==> src/rtl/fishing_level_fsm.sv <==
// Game-state engine for the VGA fishing game: rod, line and fish
// coordinates plus status for NUM_LEVELS levels of fish.
//
// Ports:
//   clk, rst        system clock, asynchronous active-high reset
//   tick            one-clk game-update strobe; all state holds otherwise
//   up/left/right   hook and rod-move buttons
//   reel            reel magnitude; its top nibble sets the reel speed
//   rod_x, line_y   rod/line x and line tip y
//   fish_x, fish_y  fish left-edge x and centre y
//   level           current level (0 is deepest)
//   fish_visible    fish swimming or hooked
//   catching, win   high in CATCH / WIN
//   catch_pulse     one clk high after a hook
//   escape_pulse    one clk high after an escape
//
// Optional build macro FISH_ESCAPE_EN: a hooked fish escapes after
// ESCAPE_TICKS idle reel ticks. Undefined: escape_pulse is tied 0.

module fishing_level_fsm #(
    parameter int NUM_LEVELS   = 4,
    parameter int X_MIN        = 312,
    parameter int X_MAX        = 798,
    parameter int ROD_X_RST    = 450,
    parameter int FISH_X_START = 798,
    parameter int FISH_X_END   = 144,
    parameter int WATER_Y      = 155,
    parameter int SURFACE_Y    = 106,
    parameter int LEVEL0_Y     = 470,
    parameter int LEVEL_STEP   = 90,
    parameter int SPAWN_DELAY  = 400,
    parameter int FISH_SPEED   = 2,
    parameter int ROD_SPEED    = 3,
    parameter int DROP_SPEED   = 4,
    parameter int HIT_W0       = 15,
    parameter int HIT_H0       = 10,
    parameter int REEL_W       = 9,
    parameter int SLOW_THR     = 8,
    parameter int FAST_THR     = 9,
    parameter int ESCAPE_TICKS = 120
) (
    input  logic                          clk,
    input  logic                          rst,
    input  logic                          tick,
    input  logic                          up,
    input  logic                          left,
    input  logic                          right,
    input  logic [REEL_W-1:0]             reel,
    output logic [9:0]                    rod_x,
    output logic [9:0]                    line_y,
    output logic [9:0]                    fish_x,
    output logic [9:0]                    fish_y,
    output logic [$clog2(NUM_LEVELS)-1:0] level,
    output logic                          fish_visible,
    output logic                          catching,
    output logic                          win,
    output logic                          catch_pulse,
    output logic                          escape_pulse
);

    localparam int LW = $clog2(NUM_LEVELS);
    localparam int SW =
        (SPAWN_DELAY > 0) ? $clog2(SPAWN_DELAY + 1) : 1;

    localparam logic [1:0] S_FISH  = 2'd0;
    localparam logic [1:0] S_CATCH = 2'd1;
    localparam logic [1:0] S_WIN   = 2'd2;

    localparam logic [SW-1:0] SPAWN_MAX = SW'(SPAWN_DELAY);

    function automatic logic [9:0] sat10(input int v);
        if (v < 0)
            return 10'd0;
        if (v > 1023)
            return 10'd1023;
        return 10'(v);
    endfunction

    function automatic logic [9:0] lvl_y_of(input int l);
        return sat10(LEVEL0_Y - l * LEVEL_STEP);
    endfunction

    function automatic int half_win(input int w0, input int l);
        int w;
        w = w0 >> l;
        if (w < 1)
            w = 1;
        return w;
    endfunction

    logic [1:0]    state;
    logic [SW-1:0] spawn_cnt;

    logic [1:0]    n_state;
    logic [9:0]    n_rod;
    logic [9:0]    n_line;
    logic [9:0]    n_fx;
    logic [9:0]    n_fy;
    logic [LW-1:0] n_lvl;
    logic [SW-1:0] n_spawn;
    logic          n_cp;

    logic [9:0] lvl_y;
    logic [9:0] nxt_lvl_y;
    int         hit_w;
    int         hit_h;
    int         y_gap;
    logic       swim;
    logic       hit;
    logic       land;
    logic       last_lvl;
    logic       can_r;
    logic       can_l;
    logic [1:0] dy;
    logic [3:0] nib;
    logic       esc_fire;

    assign lvl_y     = lvl_y_of(int'(level));
    assign nxt_lvl_y = lvl_y_of(int'(level) + 1);
    assign hit_w     = half_win(HIT_W0, int'(level));
    assign hit_h     = half_win(HIT_H0, int'(level));
    assign last_lvl  = int'(level) == NUM_LEVELS - 1;

    assign swim = spawn_cnt == SPAWN_MAX;

    assign y_gap = (line_y >= fish_y)
                 ? int'(line_y) - int'(fish_y)
                 : int'(fish_y) - int'(line_y);

    assign hit = up && swim
              && (fish_x <= rod_x)
              && (int'(rod_x) <= int'(fish_x) + hit_w)
              && (y_gap <= hit_h);

    assign land  = int'(fish_y) < SURFACE_Y;
    assign can_r = int'(rod_x) + ROD_SPEED <= X_MAX;
    assign can_l = int'(rod_x) - ROD_SPEED >= X_MIN;

    assign nib = reel[REEL_W-1 -: 4];
    assign dy  = (int'(nib) > FAST_THR) ? 2'd2
               : (int'(nib) > SLOW_THR) ? 2'd1
               : 2'd0;

    generate
        if (REEL_W > 4) begin : g_reel_lsb
            logic unused_reel;
            assign unused_reel = ^reel[REEL_W-5:0];
        end
    endgenerate

    assign catching     = state == S_CATCH;
    assign win          = state == S_WIN;
    assign fish_visible = catching || (state == S_FISH && swim);

`ifdef FISH_ESCAPE_EN
    logic [9:0] idle_cnt;

    // Escape only counts reel-idle ticks; landing wins a tie.
    assign esc_fire = (state == S_CATCH) && !land && (dy == 2'd0)
                   && (int'(idle_cnt) + 1 >= ESCAPE_TICKS);

    always_ff @(posedge clk or posedge rst) begin
        if (rst) begin
            idle_cnt     <= 10'd0;
            escape_pulse <= 1'b0;
        end else begin
            escape_pulse <= tick && esc_fire;
            if (tick) begin
                if (state != S_CATCH || land ||
                    dy != 2'd0 || esc_fire)
                    idle_cnt <= 10'd0;
                else
                    idle_cnt <= idle_cnt + 10'd1;
            end
        end
    end
`else
    assign esc_fire     = 1'b0;
    assign escape_pulse = 1'b0;
`endif

    always_comb begin
        n_state = state;
        n_rod   = rod_x;
        n_line  = line_y;
        n_fx    = fish_x;
        n_fy    = fish_y;
        n_lvl   = level;
        n_spawn = spawn_cnt;
        n_cp    = 1'b0;
        unique case (1'b1)
            (state == S_FISH): begin
                n_fy = lvl_y;
                if (hit) begin
                    n_state = S_CATCH;
                    n_cp    = 1'b1;
                    n_fx    = rod_x;
                end else begin
                    if (int'(line_y) + DROP_SPEED > int'(lvl_y))
                        n_line = lvl_y;
                    else
                        n_line = sat10(int'(line_y) + DROP_SPEED);
                    if (right && can_r)
                        n_rod = sat10(int'(rod_x) + ROD_SPEED);
                    else if (left && can_l)
                        n_rod = sat10(int'(rod_x) - ROD_SPEED);
                    if ((left || right) && spawn_cnt < SPAWN_MAX)
                        n_spawn = spawn_cnt + SW'(1);
                    if (swim) begin
                        if (int'(fish_x) - FISH_SPEED <= FISH_X_END) begin
                            n_fx    = 10'(FISH_X_START);
                            n_spawn = '0;
                        end else begin
                            n_fx = sat10(int'(fish_x) - FISH_SPEED);
                        end
                    end
                end
            end
            (state == S_CATCH): begin
                if (land) begin
                    // The landing tick discards this tick's reel step.
                    if (last_lvl) begin
                        n_state = S_WIN;
                    end else begin
                        n_state = S_FISH;
                        n_lvl   = level + LW'(1);
                        n_fx    = 10'(FISH_X_START);
                        n_fy    = nxt_lvl_y;
                        n_spawn = '0;
                    end
                end else if (esc_fire) begin
                    n_state = S_FISH;
                    n_fx    = 10'(FISH_X_START);
                    n_fy    = lvl_y;
                    n_spawn = '0;
                end else begin
                    n_fx   = rod_x;
                    n_fy   = sat10(int'(fish_y) - int'(dy));
                    n_line = sat10(int'(line_y) - int'(dy));
                end
            end
            (state == S_WIN): begin
                // Restart keeps the rod where the player left it.
                if (left || right) begin
                    n_state = S_FISH;
                    n_line  = 10'(WATER_Y);
                    n_fx    = 10'(FISH_X_START);
                    n_fy    = 10'(LEVEL0_Y);
                    n_lvl   = '0;
                    n_spawn = '0;
                end
            end
            default: begin
                n_state = S_FISH;
            end
        endcase
    end

    always_ff @(posedge clk or posedge rst) begin
        if (rst) begin
            state       <= S_FISH;
            rod_x       <= 10'(ROD_X_RST);
            line_y      <= 10'(WATER_Y);
            fish_x      <= 10'(FISH_X_START);
            fish_y      <= 10'(LEVEL0_Y);
            level       <= '0;
            spawn_cnt   <= '0;
            catch_pulse <= 1'b0;
        end else begin
            catch_pulse <= tick && n_cp;
            if (tick) begin
                state     <= n_state;
                rod_x     <= n_rod;
                line_y    <= n_line;
                fish_x    <= n_fx;
                fish_y    <= n_fy;
                level     <= n_lvl;
                spawn_cnt <= n_spawn;
            end
        end
    end

endmodule
==> config.mk <==
export PLATFORM = sky130hd
export DESIGN_NAME = fishing_level_fsm
export DESIGN_NICKNAME = d
export VERILOG_FILES = /design/src/rtl/fishing_level_fsm.sv
export SDC_FILE = /design/constraint.sdc
export NUM_CORES = 1
export LEC_CHECK = 0
export CORE_MARGIN = 1
export CORE_UTILIZATION = 47
export DETAILED_ROUTE_END_ITERATION = 6
export GPL_TIMING_DRIVEN = 0
export PLACE_DENSITY = 0.73
export SYNTH_ARGS = -nofsm -noshare
export SYNTH_HDL_FRONTEND = slang
export SYNTH_SLANG_ARGS = --single-unit
==> constraint.sdc <==
create_clock -name clk -period 4.4 [get_ports clk]
set_input_delay 0.88 -clock clk [delete_from_list [all_inputs] [get_ports clk]]
set_output_delay 0.88 -clock clk [all_outputs]
set_load 0.01 [all_outputs]
==> flow_summary.json <==
{
  "yosys_warnings": 0,
  "synth_area_per_cell_um2": 8.00,
  "via_per_inst": 6.25,
  "diodes": 0,
  "regArea_um2": 1390,
  "switching_power_mw": 3.31,
  "drt-total-wl_mm": 21.4,
  "die_h_um": 122,
  "pin_count": 62,
  "leakage_nw": 3.46,
  "synth_cells": 841,
  "design_area_um2": 8280,
  "rows": 43,
  "cts_max_level": 2,
  "multiInputGateArea_um2": 5170,
  "power_frac_seq": 0.154,
  "rsz0062_at_grt": "true",
  "drt-wirelength-per-cell_um": 19.2,
  "outcome": "finished, violations left",
  "maxCapViolations": 0,
  "finalHoldViolations": 0,
  "arrival_ns": 4.53,
  "fmax_ghz": 0.230,
  "fp.dieW_um": 122,
  "syn_area_um2": 6730,
  "antenna_found_initial": 0,
  "drtIter0Drc": 751,
  "syn_to_final_growth_pct": 23.1,
  "yosysSeqAreaShare": 0.205,
  "fin_crit_ns": 4.34,
  "violations": "DRC",
  "portBuffers": 55,
  "ir_drop_v": 0.000270,
  "synth_area_leader_cell": "ha_1",
  "tns_ns": 0,
  "coreArea_um2": 13900,
  "ant_nets": 0,
  "finalCritPeriodShare": 0.986,
  "drive_gt1_frac": 0.174,
  "synth-edff-count": 0,
  "drc": 2,
  "grt_max_degree": 36,
  "cp-end-kind": "flip-flop",
  "critPathMaxFanout": 6,
  "ctsLongestPathBuffers": 2,
  "grt-ovfl-total": 0,
  "synth_area_leaders": "ha_1, dfrtp_1, dfstp_2",
  "p_int_mw": 3.31,
  "vias": 6991,
  "dp_hpwl_mm": 16.1,
  "p_clk_frac": 0.071,
  "critPathKind": "flip-flop to flip-flop",
  "worstMarginPinSlew_ns": 0.881,
  "required_ns": 4.59,
  "synth-main-ff-cell": "dfrtp_1",
  "switching_share": 0.500,
  "worstSkewPairLatency_ns": 0.30,
  "cts.sink_count": 54,
  "grt_use_total": 0.295,
  "grt_pass1_wl_mm": 34.2,
  "startpoint_type": "flip-flop",
  "async_flop_share": 1.00,
  "synth_seq_cells": 54,
  "cts_tree": "built",
  "synth_top_area_frac": 0.149,
  "numCtsBuffers": 5,
  "cts_hold_buffers": 0,
  "finalSetupViolations": 0,
  "clock_skew_ns": 0.00543,
  "fillCellCount": 1282,
  "finalNetCount": 1037,
  "final-max-slew-violation-count": 0,
  "root_buffer": "clkbuf_16",
  "initial_core_util": 0.483,
  "ys_types": 80,
  "grt_pass1_vias": 6499,
  "comb_power_share": 0.776,
  "hold_class": "flip-flop to flip-flop",
  "clk_pin_slew_ns": 0.07,
  "synthesis.nets": 941,
  "postPlaceCellArea_um2": 7530,
  "powerDensity_nw_per_um2": 798,
  "gp_congestion": 0.952,
  "maxSlewHeadroom": 0.407,
  "die_area_um2": 14800,
  "dr.pass1.iters": 7
}
[power by group through the flow]
stage / Combinational [mW] / Clock [mW] / Sequential (mW)
floorplan: 3.10 / 0 / 1.03
global placement: 4.25 / 0 / 1.08
global route: 5.61 / 0.489 / 1.04
finish: 5.13 / 0.466 / 1.02
detailed placement: 4.31 / 0 / 1.08
CTS: 4.64 / 0.470 / 1.03
[stage by stage]
stage / hold slack [ns] / setup WS, ns / power, mW / cells / utilization
2_1_floorplan: 0.462 / 0.00941 / 4.13 / 841 / -
3_3_place_gp: 0.483 / -0.743 / 5.34 / 1076 / 0.539
3_5_place_dp: 0.489 / -0.787 / 5.39 / 1077 / 0.540
4_1_cts: 0.503 / 0.00124 / 6.15 / 1098 / 0.568
5_1_grt: 0.537 / -0.0856 / 7.15 / 1118 / 0.594
6_report: 0.503 / 0.0612 / 6.61 / 1118 / 0.594
[final cells by class]
cell class	instances	area share
Inverter	67	0.0323
Tap cell	180	0.0272
Sequential cell	54	0.167
Buffer	38	0.0269
Clock buffer	6	0.0156
Timing Repair Buffer	91	0.102
Multi-Input combinational cell	680	0.624
Clock inverter	2	0.00453
[worst paths after layout]
| kind | startpoint | endpoint | slack, ns | cells past startpoint |
|---|---|---|---|---|
| setup / recovery | line_y[4]$_DFFE_PP1P_ | fish_x[0]$_DFFE_PP0P_ | 0.06 | 18 |
| hold / removal | spawn_cnt[8]$_DFFE_PP0P_ | spawn_cnt[8]$_DFFE_PP0P_ | 0.50 | 2 |
| setup reg to reg | line_y[4]$_DFFE_PP1P_ | fish_x[0]$_DFFE_PP0P_ | 0.06 | 18 |
| hold reg to reg | spawn_cnt[8]$_DFFE_PP0P_ | spawn_cnt[8]$_DFFE_PP0P_ | 0.50 | 2 |
| max in group asynchronous | rst | fish_x[4]$_DFFE_PP1P_ | 2.85 | 3 |
| min in group asynchronous | rst | line_y[2]$_DFFE_PP0P_ | 0.91 | 2 |
[layer usage]
metal / GRT usage / up-vias / wire length, µm
met5: 0 / - / 0
met4: 0.0918 / 0 / 563
met3: 0.0286 / 63 / 1550
met2: 0.463 / 330 / 9610
met1: 0.426 / 3324 / 9730
li1: - / 3274 / -
[synthesized netlist by cell type, types with 15 or more instances]
master and n:
inv_1 65, a21o_1 22, ha_1 80, nor3_1 24, clkbuf_1 19, nand3_1 42
dfrtp_1 33, nand2_1 67, dfstp_2 21, a21oi_1 51, mux2i_1 15, nor2_1 51
a211oi_1 15, xnor2_1 40, o21ai_0 40
[critical path, cell delays in order (launching register included)]
cell,delay (ns)
dfstp_2,0.57
inv_2,0.08
ha_1,0.32
and3_1,0.22
a31o_4,0.27
a21oi_4,0.19
nand2_4,0.11
buf_6,0.13
mux2_4,0.29
a21oi_2,0.12
xnor2_1,0.13
ha_1,0.26
o21a_1,0.11
o21a_1,0.23
a221oi_2,0.25
o2111ai_2,0.22
and2_4,0.24
a32o_1,0.24
mux2_4,0.25
[kinds of logic (layout without fill, tap and decap cells)]
kind of cell | count (synthesis) | after routing | synth area share
and+or+nand+nor | 271 | 271 | 0.202
AOI/OAI and AO/OA | 247 | 247 | 0.256
buffers and inverters | 107 | 204 | 0.0677
adders and majority gates | 85 | 85 | 0.164
DFF | 54 | 54 | 0.205
xor gates and xnor gates | 53 | 53 | 0.0690
muxes | 23 | 23 | 0.0357
other | 1 | 1 | 0.000557
[repair_timing]
action,4_1_cts,5_1_grt
gates resized for setup,31,49
gates cloned,0,0
setup buffers,14,21
endpoints found under the setup margin,42,42
pin swaps,4,16
[registers in the layout (all words and copies together) (netlist names)]
name and flops:
catch_pulse 1, fish_x 10, rod_x 10, fish_y 10, level 2, state 2
line_y 10, spawn_cnt 9
[cell usage in the layout, fill, tap and decap left out, types with 24 or more instances in the layout]
cell type,n
inv_1,55
xnor2_1,40
o21ai_0,40
a21oi_1,43
nor3_1,24
nor2_1,51
clkdlybuf4s50_1,55
buf_4,39
nand3_1,41
dfrtp_1,27
ha_1,72
nand2_1,65
(Power assumes the default switching activity.)
